[src/rtl/mem_access_stage_if.sv]
// Data-memory bus between the MEM stage (master) and data memory (slave).
interface mem_access_stage_if;
  logic        mem_req;
  logic        mem_we;
  logic [31:0] mem_addr;
  logic [3:0]  mem_be;
  logic [31:0] mem_wdata;
  logic        mem_ack;
  logic [31:0] mem_rdata;

  modport master (
    output mem_req, mem_we, mem_addr, mem_be, mem_wdata,
    input  mem_ack, mem_rdata
  );

  modport slave (
    input  mem_req, mem_we, mem_addr, mem_be, mem_wdata,
    output mem_ack, mem_rdata
  );
endinterface

[src/rtl/mem_access_stage.sv]
// MEM stage: load/store handshake with lane alignment, extension and timeout.
// Optional macro MISALIGN_TRAP_EN: misaligned H/W accesses fault without a bus request.
module mem_access_stage #(
  parameter int unsigned TIMEOUT_CYCLES = 255
) (
  input  logic        clock,
  input  logic        reset,
  input  logic        req_valid,
  output logic        req_ready,
  input  logic        is_load,
  input  logic        is_store,
  input  logic [2:0]  funct3,
  input  logic [31:0] alu_result,
  input  logic [31:0] store_data,
  input  logic [4:0]  rd_in,
  mem_access_stage_if.master mem,
  output logic        wb_valid,
  output logic        wb_we,
  output logic [4:0]  wb_rd,
  output logic [31:0] wb_data,
  output logic        bus_error
);

  localparam logic [1:0] ST_IDLE   = 2'd0;
  localparam logic [1:0] ST_ACCESS = 2'd1;
  localparam logic [1:0] ST_RESP   = 2'd2;

  localparam logic [1:0] SZ_B = 2'd0;
  localparam logic [1:0] SZ_H = 2'd1;
  localparam logic [1:0] SZ_W = 2'd2;

  localparam logic [7:0] TIMER_LAST = 8'(TIMEOUT_CYCLES - 1);

  logic [1:0]  state_reg;
  logic [7:0]  timer_reg;
  logic [1:0]  size_reg;
  logic [1:0]  off_reg;
  logic        load_reg;
  logic        unsigned_reg;
  logic        mem_req_reg;
  logic        mem_we_reg;
  logic [31:0] mem_addr_reg;
  logic [3:0]  mem_be_reg;
  logic [31:0] mem_wdata_reg;
  logic        wb_we_reg;
  logic [4:0]  wb_rd_reg;
  logic [31:0] wb_data_reg;
  logic        bus_error_reg;

  logic [1:0]  size_in;
  logic [1:0]  off_in;
  logic [3:0]  be_in;
  logic [31:0] wdata_in;
  logic [31:0] rdata_shifted;
  logic [31:0] load_value;

  // Encodings 011/110/111 fall into the word class.
  always_comb begin
    size_in = SZ_W;
    case (funct3[1:0])
      2'b00:   size_in = SZ_B;
      2'b01:   size_in = SZ_H;
      default: size_in = SZ_W;
    endcase
  end

  always_comb begin
    off_in   = 2'b00;
    be_in    = 4'b1111;
    wdata_in = store_data;
    case (size_in)
      SZ_B: begin
        off_in   = alu_result[1:0];
        be_in    = 4'b0001 << alu_result[1:0];
        wdata_in = {4{store_data[7:0]}};
      end
      SZ_H: begin
        off_in   = {alu_result[1], 1'b0};
        be_in    = 4'b0011 << {alu_result[1], 1'b0};
        wdata_in = {2{store_data[15:0]}};
      end
      default: begin
        off_in   = 2'b00;
        be_in    = 4'b1111;
        wdata_in = store_data;
      end
    endcase
  end

`ifdef MISALIGN_TRAP_EN
  logic misaligned;
  assign misaligned = ((size_in == SZ_H) && alu_result[0]) ||
                      ((size_in == SZ_W) && (alu_result[1:0] != 2'b00));
`endif

  assign rdata_shifted = mem.mem_rdata >> {off_reg, 3'b000};

  always_comb begin
    load_value = mem.mem_rdata;
    case (size_reg)
      SZ_B: load_value = unsigned_reg ? {24'd0, rdata_shifted[7:0]}
                                      : {{24{rdata_shifted[7]}}, rdata_shifted[7:0]};
      SZ_H: load_value = unsigned_reg ? {16'd0, rdata_shifted[15:0]}
                                      : {{16{rdata_shifted[15]}}, rdata_shifted[15:0]};
      default: load_value = mem.mem_rdata;
    endcase
  end

  always_ff @(posedge clock) begin
    if (reset) begin
      state_reg     <= ST_IDLE;
      timer_reg     <= 8'd0;
      size_reg      <= SZ_B;
      off_reg       <= 2'b00;
      load_reg      <= 1'b0;
      unsigned_reg  <= 1'b0;
      mem_req_reg   <= 1'b0;
      mem_we_reg    <= 1'b0;
      mem_addr_reg  <= 32'd0;
      mem_be_reg    <= 4'd0;
      mem_wdata_reg <= 32'd0;
      wb_we_reg     <= 1'b0;
      wb_rd_reg     <= 5'd0;
      wb_data_reg   <= 32'd0;
      bus_error_reg <= 1'b0;
    end else begin
      case (state_reg)
        ST_IDLE: begin
          if (req_valid) begin
            size_reg     <= size_in;
            off_reg      <= off_in;
            load_reg     <= is_load;
            unsigned_reg <= funct3[2];
            wb_rd_reg    <= rd_in;
            if (is_load || is_store) begin
`ifdef MISALIGN_TRAP_EN
              if (misaligned) begin
                state_reg     <= ST_RESP;
                wb_we_reg     <= 1'b0;
                wb_data_reg   <= alu_result;
                bus_error_reg <= 1'b1;
              end else
`endif
              begin
                state_reg     <= ST_ACCESS;
                timer_reg     <= 8'd0;
                mem_req_reg   <= 1'b1;
                mem_we_reg    <= is_store;
                mem_addr_reg  <= {alu_result[31:2], 2'b00};
                mem_be_reg    <= be_in;
                mem_wdata_reg <= wdata_in;
              end
            end else begin
              state_reg     <= ST_RESP;
              wb_we_reg     <= (rd_in != 5'd0);
              wb_data_reg   <= alu_result;
              bus_error_reg <= 1'b0;
            end
          end
        end
        ST_ACCESS: begin
          // An ack landing on the expiry cycle completes normally.
          if (mem.mem_ack || (timer_reg == TIMER_LAST)) begin
            state_reg     <= ST_RESP;
            mem_req_reg   <= 1'b0;
            mem_we_reg    <= 1'b0;
            mem_addr_reg  <= 32'd0;
            mem_be_reg    <= 4'd0;
            mem_wdata_reg <= 32'd0;
            if (mem.mem_ack) begin
              wb_we_reg     <= load_reg && (wb_rd_reg != 5'd0);
              wb_data_reg   <= load_reg ? load_value : 32'd0;
              bus_error_reg <= 1'b0;
            end else begin
              wb_we_reg     <= 1'b0;
              wb_data_reg   <= 32'd0;
              bus_error_reg <= 1'b1;
            end
          end else begin
            timer_reg <= timer_reg + 8'd1;
          end
        end
        default: begin
          state_reg     <= ST_IDLE;
          wb_we_reg     <= 1'b0;
          wb_rd_reg     <= 5'd0;
          wb_data_reg   <= 32'd0;
          bus_error_reg <= 1'b0;
        end
      endcase
    end
  end

  assign req_ready     = (state_reg == ST_IDLE);
  assign wb_valid      = (state_reg == ST_RESP);
  assign wb_we         = wb_we_reg;
  assign wb_rd         = wb_rd_reg;
  assign wb_data       = wb_data_reg;
  assign bus_error     = bus_error_reg;
  assign mem.mem_req   = mem_req_reg;
  assign mem.mem_we    = mem_we_reg;
  assign mem.mem_addr  = mem_addr_reg;
  assign mem.mem_be    = mem_be_reg;
  assign mem.mem_wdata = mem_wdata_reg;

endmodule
[src/flat_wrapper.sv]
// flat-port wrapper written by rule: the top's interface ports become plain ports
module mem_access_stage_flat 
#(
  parameter int unsigned TIMEOUT_CYCLES = 255
)
  (clock, reset, req_valid, req_ready, is_load, is_store, funct3, alu_result, store_data, rd_in, wb_valid, wb_we, wb_rd, wb_data, bus_error, mem_mem_req, mem_mem_we, mem_mem_addr, mem_mem_be, mem_mem_wdata, mem_mem_ack, mem_mem_rdata);
  mem_access_stage_if mem_i ();
  input  logic clock;
  input  logic reset;
  input  logic req_valid;
  output logic req_ready;
  input  logic is_load;
  input  logic is_store;
  input  logic [2:0] funct3;
  input  logic [31:0] alu_result;
  input  logic [31:0] store_data;
  input  logic [4:0] rd_in;
  output logic wb_valid;
  output logic wb_we;
  output logic [4:0] wb_rd;
  output logic [31:0] wb_data;
  output logic bus_error;
  output wire logic [$bits(mem_i.mem_req)-1:0] mem_mem_req;
  output wire logic [$bits(mem_i.mem_we)-1:0] mem_mem_we;
  output wire logic [$bits(mem_i.mem_addr)-1:0] mem_mem_addr;
  output wire logic [$bits(mem_i.mem_be)-1:0] mem_mem_be;
  output wire logic [$bits(mem_i.mem_wdata)-1:0] mem_mem_wdata;
  input wire logic [$bits(mem_i.mem_ack)-1:0] mem_mem_ack;
  input wire logic [$bits(mem_i.mem_rdata)-1:0] mem_mem_rdata;
  assign mem_mem_req = mem_i.mem_req;
  assign mem_mem_we = mem_i.mem_we;
  assign mem_mem_addr = mem_i.mem_addr;
  assign mem_mem_be = mem_i.mem_be;
  assign mem_mem_wdata = mem_i.mem_wdata;
  assign mem_i.mem_ack = mem_mem_ack;
  assign mem_i.mem_rdata = mem_mem_rdata;
  mem_access_stage #(.TIMEOUT_CYCLES(TIMEOUT_CYCLES)) u_core (.clock(clock), .reset(reset), .req_valid(req_valid), .req_ready(req_ready), .is_load(is_load), .is_store(is_store), .funct3(funct3), .alu_result(alu_result), .store_data(store_data), .rd_in(rd_in), .mem(mem_i), .wb_valid(wb_valid), .wb_we(wb_we), .wb_rd(wb_rd), .wb_data(wb_data), .bus_error(bus_error));
endmodule
[config.mk]
export PLATFORM = sky130hd
export DESIGN_NAME = mem_access_stage_flat
export DESIGN_NICKNAME = d
export VERILOG_FILES = /design/src/rtl/mem_access_stage_if.sv /design/src/rtl/mem_access_stage.sv /design/src/flat_wrapper.sv
export SDC_FILE = /design/constraint.sdc
export NUM_CORES = 1
export LEC_CHECK = 0
export BUFFER_PORTS_ARGS = -buffer_cell sky130_fd_sc_hd__clkbuf_2
export CAP_MARGIN = 20
export CORE_MARGIN = 5
export CORE_UTILIZATION = 53
export CTS_CLUSTER_SIZE = 12
export DETAILED_ROUTE_END_ITERATION = 10
export PLACE_DENSITY = 0.86
export SETUP_SLACK_MARGIN = 0.3
export SYNTH_ARGS = -nofsm -noshare
export SYNTH_HDL_FRONTEND = slang
export SYNTH_SLANG_ARGS = --single-unit
[constraint.sdc]
create_clock -name clock -period 4.9 [get_ports clock]
set_input_delay 0.98 -clock clock [delete_from_list [all_inputs] [get_ports clock]]
set_output_delay 0.98 -clock clock [all_outputs]
set_load 0.02 [all_outputs]
==> results of run 1 <==
through the flow:
stage                      util  hold slack (ns)  total power [W]  setup WS (ns)  std cells
after floorplan               -            0.445          0.00151           2.62        660
after global placement    0.641            0.447          0.00169           1.69        956
after detailed placement  0.641            0.453          0.00171           1.60        956
after CTS                 0.690            0.460          0.00279           1.97        983
after global routing      0.694            0.469          0.00291           1.85        985
final                     0.694            0.460          0.00279           1.96        985
cell usage after synthesis, types with 2 or more instances:
cell | count | area [µm²]
nand2_1 | 57 | 214
mux2i_1 | 31 | 310
nand3b_1 | 3 | 22.5
nor2b_1 | 3 | 18.8
o221ai_1 | 8 | 70.1
a211oi_1 | 3 | 22.5
ha_1 | 2 | 25.0
clkbuf_1 | 28 | 105
or2_2 | 3 | 18.8
and3_1 | 3 | 18.8
nand3_1 | 3 | 15.0
a22oi_1 | 63 | 473
xor2_1 | 4 | 35.0
inv_1 | 2 | 7.51
o21ai_0 | 15 | 75.1
o211ai_1 | 2 | 15.0
o2111ai_1 | 2 | 17.5
buf_1 | 5 | 18.8
dfxtp_1 | 123 | 2460
buf_4 | 5 | 37.5
a311oi_1 | 24 | 210
o311a_1 | 7 | 70.1
nor2_1 | 135 | 507
o2bb2ai_1 | 6 | 52.6
or4_1 | 2 | 15.0
buf_2 | 20 | 100
or3_1 | 9 | 56.3
a21oi_1 | 60 | 300
nor3_1 | 8 | 40.0
nand2b_1 | 3 | 18.8
final timing paths:
path                                          startpoint                        to  slack, ns  depth (start not counted)
worst max-delay path                 u_core.timer_reg[0]   u_core.mem.mem_addr[31]       1.96                          8
worst min register to register  u_core.mem.mem_wdata[21]  u_core.mem.mem_wdata[21]       0.46                          2
worst max register to register       u_core.timer_reg[0]   u_core.mem.mem_addr[31]       1.96                          8
worst min-delay path            u_core.mem.mem_wdata[21]  u_core.mem.mem_wdata[21]       0.46                          2
worst min-delay path: stages, from the launching register on:
cell and delay (ns):
dfxtp_1 0.31, nand2_1 0.05, a21oi_1 0.05
layout by cell type (no fill, tap or decap), types with 4 or more instances in the layout:
| master | n |
|---|---|
| a311oi_1 | 24 |
| a21oi_1 | 59 |
| clkbuf_1 | 4 |
| o21ai_0 | 15 |
| o2bb2ai_1 | 6 |
| nor2_1 | 134 |
| o221ai_1 | 8 |
| or3_1 | 8 |
| mux2i_1 | 31 |
| xor2_1 | 4 |
| dfxtp_1 | 123 |
| nand2_1 | 57 |
| nor3_1 | 8 |
| clkbuf_16 | 16 |
| clkbuf_2 | 217 |
| o311a_1 | 7 |
| a22oi_1 | 63 |
layer usage:
metal	global-route usage	part of all wire	up-vias
li1	-	-	2743
met1	0.342	0.40	2819
met3	0.0668	0.087	44
met2	0.472	0.49	333
met4	0.0994	0.023	0
met5	0	0	-
area by class of cell:
class                      instances  area share
sequential                       123       0.345
clock buffer                      23      0.0640
inverter                           3     0.00158
multi-input combinational        474       0.397
tap                              136      0.0238
clock inverter                     4     0.00631
timing repair buffer             222       0.162
cells by family after synthesis:
kind of cell	synth area share
other	0.000674
multiplexers	0.0598
flip-flops	0.443
XOR/XNOR	0.00630
AND/OR/NAND/NOR	0.186
AO/OA/AOI/OAI	0.248
buffers and inverters	0.0520
adder cells (fa/ha/maj)	0.00450
power breakdown:
| part | switching [W] | internal, W | total [W] |
|---|---|---|---|
| logic | 0.000372 | 0.000201 | 0.000573 |
| clock network | 0.000401 | 0.000680 | 0.00108 |
| registers | 0.0000560 | 0.00108 | 0.00114 |
==> impl_metrics.json, run 1 <==
{
  "required_ns": 5.34,
  "gp_congestion": 0.911,
  "async_reset_ff_frac": 0,
  "hold_buffers": 0,
  "pwr_density_cell_nw_per_um2": 391,
  "setup_viol": 0,
  "yosysWarningCount": 0,
  "cpPeakStageDelay_ns": 0.57,
  "syn_avg_cell_area_um2": 8.44,
  "diodes": 0,
  "synth-seq-area-share": 0.443,
  "finalCritPeriodShare": 0.600,
  "cpMaxStageDelayCell": "or3_2",
  "clockBufferDepth": 2,
  "clkSlewWorstSetupHoldPaths_ns": 0.05,
  "clk-insertion-delay-late_ns": 0.52,
  "peakVddDrop_mv": 0.230,
  "drive_gt1_frac": 0.307,
  "wire_per_inst_um": 18.5,
  "die_width_um": 112,
  "post_cts_buffers": 0,
  "max_freq_mhz": 340,
  "routed_via_density": 6.03,
  "status": "finished, final reports clean",
  "rows": 37,
  "slew_violations": 0,
  "nets": 953,
  "grt_pass1_wl_um": 28500,
  "critPathTopFamily": "simple AND/OR/NAND/NOR gates",
  "drt_wl_total_um": 18200,
  "remaining_drc_errors": 0,
  "path_class": "flip-flop to flip-flop",
  "hold_class": "flip-flop to flip-flop",
  "seq_area_um2": 2460,
  "synth_seq_cells": 123,
  "grt_max_degree": 114,
  "synthToLayoutAreaGrowth_pct": 28.3,
  "drtAntennaViolNets": 0,
  "p_leak_nw": 3.18,
  "syn_inst": 659,
  "dpl.hpwl_um": 13200,
  "grtUsageTotal": 0.278,
  "dpl-instance-area_um2": 6590,
  "die_area_um2": 12600,
  "dr_total_vias": 5939,
  "synth-edff-count": 0,
  "die_h_um": 112,
  "hold_viol": 0,
  "ctsResizeCount": 0,
  "final_area_um2": 7140,
  "cts_tree": "yes",
  "cts_buffers": 17,
  "syn_area_um2": 5560,
  "cp.buffers_inverters": 2,
  "gr-total-overflow": 0,
  "cp_max_fo": 46,
  "core_um2": 10300,
  "drt_iter0_drc": 692,
  "multi_input_area_um2": 2840,
  "rsz0062_at_grt": "false",
  "ys.flop_type": "dfxtp_1",
  "clock_skew_ns": 0.00824,
  "cp-start-kind": "flip-flop",
  "htree_levels": 4,
  "critPathArrivalTime_ns": 3.38,
  "clock_sinks": 123,
  "tightest_slew_ns": 0.859,
  "pin_count": 221,
  "period_needed_ns": 2.94,
  "end_kind": "flip-flop",
  "ys_types": 50,
  "clockRootBuffer": "clkbuf_8",
  "start_util": 0.541,
  "dr.pass1.iters": 6,
  "grt_antenna_before_repair": 0,
  "drv_cap": 0,
  "slew_headroom": 0.426,
  "grt_pass1_vias": 5565,
  "path_cells": "inv_1 > ha_1 > and3_1 > a211oi_4 > or3_2 > buf_4 > a22oi_1 > nor2_1",
  "nFillCells": 837,
  "setup_tns_ns": 0,
  "portBuffers": 218
}
No activity file was read; power rests on OpenSTA's default activity.
==> run 2, diff against run 1 <==
Settings changed: CORE_UTILIZATION 53 to 44, PLACE_DENSITY 0.86 to 0.76.
Clock period 4.9 ns to 2.5 ns, I/O delays scaled along.
==> run 2 against run 1 <==
Against the previous run: first-iteration DRC count down 38%; worst hold slack worse by 0.12 ns; largest cell class unchanged; via count down 3.1%; critical path type unchanged; highest routed layer unchanged.
==> impl_metrics.json, run 2 (synthesized netlist as in run 1, its figures left out) <==
{
  "path_class": "flip-flop to flip-flop",
  "remaining_drc_errors": 0,
  "drv_cap": 0,
  "dpl.hpwl_um": 13500,
  "multi_input_area_um2": 2850,
  "synthToLayoutAreaGrowth_pct": 34.8,
  "layout_common_cells": "clkbuf_2, nor2_1, dfxtp_1, a22oi_1, a21oi_1",
  "gp_congestion": 0.878,
  "start_util": 0.444,
  "cts_buffers": 17,
  "cp_max_fo": 14,
  "clock_sinks": 123,
  "grt_antenna_before_repair": 0,
  "status": "finished, final reports clean",
  "cpMaxStageDelayCell": "or3b_2",
  "hold_viol": 0,
  "cpPeakStageDelay_ns": 0.54,
  "rows": 41,
  "dr_total_vias": 5757,
  "drt_iter0_drc": 427,
  "p_leak_nw": 3.36,
  "setup_tns_ns": 0,
  "grtUsageTotal": 0.238,
  "hold_class": "primary input to flip-flop",
  "core_um2": 12500,
  "grt_pass1_wl_um": 27700,
  "final_common_cell": "clkbuf_2",
  "grt_pass1_vias": 5369,
  "nFillCells": 1150,
  "die_width_um": 122,
  "path_cells": "or3b_2 > o221ai_2 > a21oi_1 > o311a_1 > nor3_1",
  "clk-insertion-delay-late_ns": 0.42,
  "htree_levels": 4,
  "clock_skew_ns": 0.00743,
  "tightest_slew_ns": 0.562,
  "hold_ws_ns": 0.339,
  "gr-total-overflow": 0,
  "drive_gt1_frac": 0.338,
  "rsz0062_at_grt": "false",
  "end_kind": "flip-flop",
  "period_needed_ns": 2.07,
  "routed_via_density": 5.49,
  "slew_violations": 0,
  "dr.pass1.iters": 5,
  "drt_wl_total_um": 18500,
  "die_area_um2": 15000,
  "grt_max_degree": 51,
  "hold_buffers": 0,
  "pin_count": 221,
  "wire_per_inst_um": 17.6,
  "slew_headroom": 0.624,
  "peakVddDrop_mv": 0.388,
  "clkSlewWorstSetupHoldPaths_ns": 0.05,
  "required_ns": 2.83,
  "max_freq_mhz": 482,
  "finalCritPeriodShare": 0.830,
  "clockBufferDepth": 2,
  "setup_viol": 0,
  "clockRootBuffer": "clkbuf_16",
  "seq_area_um2": 2470,
  "critPathArrivalTime_ns": 2.40,
  "diodes": 0,
  "cp-start-kind": "flip-flop",
  "nets": 975,
  "pwr_density_cell_nw_per_um2": 790,
  "die_h_um": 122,
  "drtAntennaViolNets": 0,
  "portBuffers": 218,
  "cts_tree": "yes"
}
==> run 2: cell types whose count changed in the layout (fill, tap and decap cells not counted), sizes merged <==
cell | before | now
bufinv | 1 | 3
buf | 5 | 26
clkinvlp | 0 | 1
clkbuf | 240 | 243
==> run 2: final timing paths <==
path,slack (ns),cells past startpoint,from,to
worst min register to register,0.45,2,u_core.mem.mem_wdata[20],u_core.mem.mem_wdata[20]
worst min-delay path,0.34,3,rd_in[1],u_core.wb_rd[1]
worst max-delay path,0.43,5,u_core.size_reg[0],u_core.wb_data[13]
worst max register to register,0.43,5,u_core.size_reg[0],u_core.wb_data[13]
==> run 2: metal layers <==
layer	global-route usage	up-vias	wire [µm]
li1	-	2785	-
met3	0.0502	38	1380
met1	0.304	2677	7760
met2	0.388	257	8800
met4	0.106	0	514
met5	0	-	0
==> run 2: report_power, final <==
group	switching (W)	internal, W	leakage (nW)
logic	0.000745	0.000431	2.04
clock network	0.000839	0.00169	0.307
registers	0.0000974	0.00212	1.01
==> run 2: critical path: cells and delay by family, from the launching register on <==
kind / cells / cell delay [ns]
DFF: 1 / 0.47
and+or+nand+nor: 2 / 0.72
AOI/OAI and AO/OA: 3 / 0.79
==> run 2: layout make-up <==
| class | instances | area share |
|---|---|---|
| Multi-Input combinational cell | 474 | 0.380 |
| Sequential cell | 123 | 0.329 |
| Timing Repair Buffer | 244 | 0.178 |
| Clock buffer | 25 | 0.0674 |
| Tap cell | 172 | 0.0287 |
| Clock inverter | 7 | 0.0147 |
| Inverter | 3 | 0.00200 |
==> run 2: what timing repair did <==
item                                    4_1_cts  5_1_grt
endpoints found under the setup margin        0       47
gates resized for setup                       0        9
endpoints found under the hold margin         0        0
setup buffers                                 0        0
==> run 2: stage by stage <==
step           power (W)  worst slack, ns   util  cell area, µm²  cells
2_1_floorplan    0.00297            0.551      -            5570    660
3_3_place_gp     0.00339            0.395  0.546            6830   1015
3_5_place_dp     0.00341            0.349  0.546            6830   1015
4_1_cts          0.00594            0.343  0.595            7450   1047
5_1_grt          0.00617            0.311  0.599            7500   1048
6_report         0.00593            0.425  0.599            7500   1048
